`src/rtl/mix_columns_seq.sv`:
```
// Sequential AES (Inv)MixColumns, one column per cycle, IDLE/BUSY/DONE.
// Define MIX_COLUMNS_INV_EN to build the inverse transform selected by i_inv.
module mix_columns_seq (
  input  logic         i_clk,
  input  logic         i_rst_n,
  input  logic         i_valid,
  output logic         o_ready,
  input  logic [127:0] i_state,
  input  logic         i_inv,
  output logic         o_valid,
  input  logic         i_ready,
  output logic [127:0] o_state
);

  typedef enum logic [1:0] {
    IDLE = 2'd0,
    BUSY = 2'd1,
    DONE = 2'd2
  } fsm_e;

  fsm_e         fsm_q, fsm_d;
  logic [1:0]   col_q, col_d;
  logic [127:0] work_q, work_d;
  logic [31:0]  col_in, col_out;
  logic         accept;

  function automatic logic [7:0] xt(
    input logic [7:0] b
  );
    return {b[6:0], 1'b0} ^ (b[7] ? 8'h1b : 8'h00);
  endfunction

  function automatic logic [31:0] col_fwd(
    input logic [31:0] c
  );
    logic [7:0] a0, a1, a2, a3;
    logic [7:0] d0, d1, d2, d3;
    a0 = c[31:24];
    a1 = c[23:16];
    a2 = c[15:8];
    a3 = c[7:0];
    d0 = xt(a0);
    d1 = xt(a1);
    d2 = xt(a2);
    d3 = xt(a3);
    return {d0 ^ d1 ^ a1 ^ a2 ^ a3,
            a0 ^ d1 ^ d2 ^ a2 ^ a3,
            a0 ^ a1 ^ d2 ^ d3 ^ a3,
            d0 ^ a0 ^ a1 ^ a2 ^ d3};
  endfunction

`ifdef MIX_COLUMNS_INV_EN
  logic inv_q, inv_d;

  // 9=x8^1, 11=x8^x2^1, 13=x8^x4^1, 14=x8^x4^x2
  function automatic logic [31:0] col_inv(
    input logic [31:0] c
  );
    logic [7:0] a [4];
    logic [7:0] m9 [4];
    logic [7:0] mb [4];
    logic [7:0] md [4];
    logic [7:0] me [4];
    logic [7:0] x2, x4, x8;
    a[0] = c[31:24];
    a[1] = c[23:16];
    a[2] = c[15:8];
    a[3] = c[7:0];
    for (int i = 0; i < 4; i++) begin
      x2 = xt(a[i]);
      x4 = xt(x2);
      x8 = xt(x4);
      m9[i] = x8 ^ a[i];
      mb[i] = x8 ^ x2 ^ a[i];
      md[i] = x8 ^ x4 ^ a[i];
      me[i] = x8 ^ x4 ^ x2;
    end
    return {me[0] ^ mb[1] ^ md[2] ^ m9[3],
            m9[0] ^ me[1] ^ mb[2] ^ md[3],
            md[0] ^ m9[1] ^ me[2] ^ mb[3],
            mb[0] ^ md[1] ^ m9[2] ^ me[3]};
  endfunction

  assign col_out = inv_q ? col_inv(col_in) : col_fwd(col_in);

  always_comb begin
    inv_d = inv_q;
    if (accept) inv_d = i_inv;
  end

  always_ff @(posedge i_clk or negedge i_rst_n) begin
    if (!i_rst_n) inv_q <= 1'b0;
    else          inv_q <= inv_d;
  end
`else
  logic unused_inv;
  assign unused_inv = i_inv;
  assign col_out    = col_fwd(col_in);
`endif

  assign accept = (fsm_q == IDLE) && i_valid;

  always_ff @(posedge i_clk or negedge i_rst_n) begin
    if (!i_rst_n) fsm_q <= IDLE;
    else          fsm_q <= fsm_d;
  end

  always_comb begin
    fsm_d = fsm_q;
    unique case (fsm_q)
      IDLE:    if (i_valid) fsm_d = BUSY;
      BUSY:    if (col_q == 2'd3) fsm_d = DONE;
      DONE:    if (i_ready) fsm_d = IDLE;
      default: fsm_d = IDLE;
    endcase
  end

  always_comb begin
    o_ready = (fsm_q == IDLE) && i_rst_n;
    o_valid = (fsm_q == DONE);
    o_state = work_q;
  end

  always_comb begin
    unique case (col_q)
      2'd0:    col_in = work_q[127:96];
      2'd1:    col_in = work_q[95:64];
      2'd2:    col_in = work_q[63:32];
      default: col_in = work_q[31:0];
    endcase
  end

  // Working register: load on accept, overwrite one column per BUSY cycle
  always_comb begin
    work_d = work_q;
    col_d  = col_q;
    if (accept) begin
      work_d = i_state;
      col_d  = 2'd0;
    end else if (fsm_q == BUSY) begin
      col_d = col_q + 2'd1;
      unique case (col_q)
        2'd0:    work_d[127:96] = col_out;
        2'd1:    work_d[95:64]  = col_out;
        2'd2:    work_d[63:32]  = col_out;
        default: work_d[31:0]   = col_out;
      endcase
    end
  end

  always_ff @(posedge i_clk or negedge i_rst_n) begin
    if (!i_rst_n) begin
      work_q <= '0;
      col_q  <= 2'd0;
    end else begin
      work_q <= work_d;
      col_q  <= col_d;
    end
  end

endmodule

```
`config.mk`:
```
export PLATFORM = sky130hd
export DESIGN_NAME = mix_columns_seq
export DESIGN_NICKNAME = d
export VERILOG_FILES = /design/src/rtl/mix_columns_seq.sv
export SDC_FILE = /design/constraint.sdc
export NUM_CORES = 1
export LEC_CHECK = 0
export CAP_MARGIN = 10
export CORE_UTILIZATION = 43
export DETAILED_ROUTE_END_ITERATION = 16
export PLACE_DENSITY = 0.78
export SLEW_MARGIN = 20
export SYNTH_ARGS = -nofsm -noshare
export SYNTH_HDL_FRONTEND = slang
export SYNTH_SLANG_ARGS = --single-unit
```
`constraint.sdc`:
```
create_clock -name i_clk -period 2.8 [get_ports i_clk]
set_input_delay 0.28 -clock i_clk [delete_from_list [all_inputs] [get_ports i_clk]]
set_output_delay 0.28 -clock i_clk [all_outputs]
set_load 0.02 [all_outputs]
```
* After elaboration in Yosys (flattened, before gate mapping)
Cells that the tools add are included.
Word-level totals: register bits 132, output and inout bits 130, word-level logic and storage cells 67
Operators by class: bitwise gates (word level) 20, equality and inequality tests 9, $add $sub $neg 1, reduce and logical (&&, ||, !) cells 14, multiplexer cells 17
Operators with widths (count):
- two-way mux 128 bit | 2
- two-way mux 32 bit | 4
- bitwise XOR 8 bit | 16
- case mux 32 bit (3 select lines) | 1
- bitwise XOR 8 x 5 -> 8 bit | 4
- two-way mux 5 bit | 4
- two-way mux 2 bit | 5
- AND reduction 2 bit | 4
- nonzero test 2 bit | 4
- equality test 2 bit, second input constant | 3
- case mux 2 bit (3 select lines) | 1
- equality test 2 x 1 -> 1 bit, second input constant | 2
- logical NOT 2 bit | 2
- inequality test 2 x 1 -> 1 bit, second input constant | 2
- inequality test 2 bit, second input constant | 2
- AND reduction 3 bit | 1
- OR reduction 3 bit | 1
- adder 2 x 1 -> 2 bit, second input constant | 1
- logical AND 1 bit | 2

* Depth between registers and ports, before layout
depth in word-level cells 11, depth in mapped cells 11, mapped depth without buffers 8

* Worst setup path before layout
OpenSTA, ideal clock, no wires.
path kind register to register, from register col_q[0], to register work_q[97], in the netlist o_state[97], cell stages (with the launch flop) 11, slack 0.078 ns, buffers on the path 2, period minus slack after synthesis 2.722 ns, arrival 2.591 ns, cell sequence dfrtp_1 -> inv_1 -> ha_1 -> buf_6 -> buf_6 -> a222oi_1 -> xor2_1 -> a21oi_1 -> xor2_1 -> xor2_1 -> o21ai_0
On the way: cells in the longest elaborated chain, start to end 11, elaborated cells on any way between the ends 17, classes of those cells eq/ne (2); mux (6); bitwise (6); reduce/logical (3)
RTL lines:
- from (decl) | RTL line 22 | logic [1:0] col_q, col_d;
- from (signal assigned) | RTL line 157 | col_q <= col_d;
- equality test 2 bit (tied with other cells) | RTL line 125 | unique case (col_q)
- case mux 32 bit (3 select lines) | RTL line 125
- two-way mux 5 bit | RTL line 30 | return {b[6:0], 1'b0} ^ (b[7] ? 8'h1b : 8'h00);
- bitwise XOR 8 x 5 -> 8 bit | RTL line 30
- bitwise XOR 8 bit (4 in a row) | RTL line 49 | d0 ^ a0 ^ a1 ^ a2 ^ d3};
- two-way mux 32 bit | RTL line 142 | unique case (col_q)
- two-way mux 128 bit | RTL line 140 | end else if (fsm_q == BUSY) begin
- two-way mux 128 bit | RTL line 137 | if (accept) begin
- to (signal assigned) | RTL line 156 | work_q <= work_d;
- to (decl) | RTL line 23 | logic [127:0] work_q, work_d;
Several ways; a longest one is shown, not always the timed one. The select of a mux whose other input is x is not followed. A chain may end at the register's enable or synchronous reset.

* Final worst setup path
from register col_q[0], to register work_q[33], in the netlist o_state[33]
On the way: cells in the longest elaborated chain, start to end 11, elaborated cells on any way between the ends 17, classes of those cells eq/ne (2); mux (6); bitwise (6); reduce/logical (3)
RTL lines (RTL line):
- equality test 2 bit (tied with other cells) | 125, 142
- case mux 32 bit (3 select lines) | 125
- two-way mux 5 bit | 30
- bitwise XOR 8 x 5 -> 8 bit | 30
- bitwise XOR 8 bit (4 in a row) | 49
- two-way mux 32 bit | 142
- two-way mux 128 bit | 140
- two-way mux 128 bit | 137
Several ways; a longest one is shown, not always the timed one. The select of a mux whose other input is x is not followed.

==> key figures <==
Synth
  • Register area share after synthesis: 0.4032
  • Ys Warns: 0
  • Syn nets: 987
  • Seq cells post-synth: 132
  • Cell taking the most area after synthesis: dfrtp_1
  • Count of different cell masters after synthesis: 30
  • Area of the mapped netlist: 8192 sq um
  • Asr flop ratio synth: 1.000
  • Syn Inst Count: 849
  • Synth top area share: 0.4032
  • Dominant cells by area after synthesis: dfrtp_1 40%, xnor2_1 13%, a22oi_1 12%
  • Number of synthesized flops with an enable pin: 0
  • Syn_area_per_cell: 9.649 sq um
  • Post-synth top flop: dfrtp_1

Global routing
  • Initial antenna violation count: 0
  • Largest net degree at the start of global routing: 71
  • Total grt overflow: 0
  • Met1 Usage GRT: 0.4607
  • First-pass GRT wire length: 48230 microns
  • Grt met2 use: 0.4976
  • Total Routing Usage GR: 0.3247
  • GRT Max-Usage Layer: met2
  • Routing usage on met3: 0.05915
  • Vias in the first global route: 8211

CTS
  • CTS H-tree depth: 4
  • Sink Count: 132
  • Clock-pin slew reported for the worst setup and hold paths after clock tree synthesis: 0.06 ns
  • Worst-Skew Late Latency: 0.43 ns
  • CTS tree: done
  • Total CTS buffers: 17
  • CTS max path bufs: 2
  • Root buf cell: clkbuf_16

Routing
  • Wire length per cell: 23.15 microns
  • DRC Markers: 0
  • ANT nets after route: 0
  • Final WL: 33270 microns
  • Vias post-DR: 8717
  • Initial detailed-routing violation count: 1004
  • Via-per-instance ratio: 6.066
  • Pre-antenna DRT Iters: 7

Finish
  • Most frequent cells in the layout: 260 x clkdlybuf4s50_1, 132 x dfrtp_1, 128 x a22oi_1, 121 x buf_4
  • Area added between synthesis and finish: 58.13%
  • Share of post-route cells with drive strength above 1: 0.2003
  • Total Nets Final: 1328
  • Most common cell after layout, fill and taps aside: clkdlybuf4s50_1
  • Fin cells: 1437
  • Diode count: 0
  • # fillers: 1352

Die
  • Die area: 19610 sq um
  • IO Pins: 263
  • DIE WIDTH: 140.0 microns
  • Num rows: 50
  • Chip Height: 140.0 microns
  • Core box area: 18710 sq um
  • Initial core utilization: 0.4379

Critical path
  • Setup crit end kind: flop
  • WS Path Type: flop to flop
  • CP max FO: 7
  • Crit start category: flop
  • WP data arrival: 3.19 ns
  • Worst endpoint required time: 3.10 ns

Timing
  • Final Hold Viols: 0
  • Min Tclk post-route: 2.891 ns
  • Setup Skew: 0.008704 ns
  • Final setup vio count: 12
  • RSZ-0062 raised after global routing: true
  • Least-Margin Pin Slew: 0.9672 ns
  • Final WS setup: -0.09083 ns
  • Crit share post-route: 1.032
  • Slew Limit Fails: 0
  • Fmax: 345.9 MHz
  • Slew HR: 0.3552

Placed design
  • Dpl cells: 1385
  • IO Port Bufs: 261
  • Final GP Congestion: 0.9514
  • Final HPWL from detailed placement: 23070 microns

Flow run
  • Max-Cap Viols: 0

Status
  • Failing checks: negative setup slack
  • Status: complete, but fails checks

Worst hold path
  • Hold WC Path Type: input port to async pin
critical path, stage by stage, from the launching register on:
cell      delay (ns)
dfrtp_1         0.43
inv_2           0.09
ha_4            0.20
buf_12          0.14
a222oi_1        0.54
buf_4           0.24
buf_6           0.14
xnor2_2         0.08
buf_6           0.14
xnor2_2         0.14
a21oi_2         0.16
xor2_1          0.20
buf_4           0.19
o21ai_2         0.06
stage by stage:
step	instance area [sq um]	TNS [ns]	hold WS, ns	utilization	setup slack [ns]
CTS	12400	-0.01166	0.3530	0.6627	-0.01166
finish	12950	-0.4602	0.3433	0.6925	-0.09083
floorplan	8192	0	-0.01559	-	0.07813
global placement	11700	-0.1228	0.2325	0.6255	-0.03085
global route	12950	-2.041	0.3725	0.6925	-0.1695
detailed placement	11700	-0.5697	0.2471	0.6255	-0.07520
layer usage:
| layer | wire length (microns) | part of all wire |
|---|---|---|
| met1 | 13880 | 0.42 |
| met2 | 15330 | 0.46 |
| met3 | 2982 | 0.090 |
| met4 | 1076 | 0.032 |
| met5 | 0 | 0 |
sequential cells by signal, summed over array words and instances, names as in the netlist:
register and cells:
o_state 128, fsm_q 2, col_q 2
final cells by class:
| cell class | count | area [sq um] | area share |
|---|---|---|---|
| clock buffers | 21 | 470.5 | 0.03632 |
| repair buffers | 395 | 3751 | 0.2896 |
| well taps | 234 | 292.8 | 0.02260 |
| inverters | 4 | 15.01 | 0.001159 |
| flip-flops and latches | 132 | 3303 | 0.2550 |
| multi-input cells | 640 | 4950 | 0.3821 |
| clock inverters | 11 | 171.4 | 0.01323 |
worst paths after layout:
path | from | to | slack, ns | cells after the start
worst min-delay path | i_rst_n | o_state[64]$_DFFE_PN0P_ | 0.34 | 2
min in group i_clk | i_state[75] | o_state[75]$_DFFE_PN0P_ | 0.48 | 3
max in group asynchronous | i_rst_n | o_state[21]$_DFFE_PN0P_ | 1.38 | 3
worst max-delay path | col_q[0]$_DFFE_PN0P_ | o_state[33]$_DFFE_PN0P_ | -0.09 | 13
worst min register to register | o_state[122]$_DFFE_PN0P_ | o_state[122]$_DFFE_PN0P_ | 0.54 | 2
worst max register to register | col_q[0]$_DFFE_PN0P_ | o_state[33]$_DFFE_PN0P_ | -0.09 | 13
repair_timing:
action,4_1_cts,5_1_grt
pin swaps,5,44
hold buffers,1,0
cloned,0,1
gates resized for setup,12,100
setup buffers,0,19
endpoints found under the setup margin,32,68
hold endpoints to repair,29,0
synth_stat cells, types with 7 or more instances:
cell	n
a222oi_1	32
clkbuf_1	59
a21oi_1	17
dfrtp_1	132
a22oi_1	128
o21ai_0	139
nand2_1	35
nor2_1	25
o21ai_1	15
xnor2_1	123
o21ai_2	7
xor2_1	83
cell families after synthesis:
family / after synthesis / share of synthesized area
and+or+nand+nor: 73 / 0.03773
AOI/OAI and AO/OA: 350 / 0.2795
adders and majority gates: 5 / 0.007637
muxes: 4 / 0.005193
DFF: 132 / 0.4032
buffers and inverters: 77 / 0.04246
xor gates and xnor gates: 208 / 0.2242
Power is not shown: default switching activity piles up to over one toggle a cycle in this logic, so the estimate is an artifact.
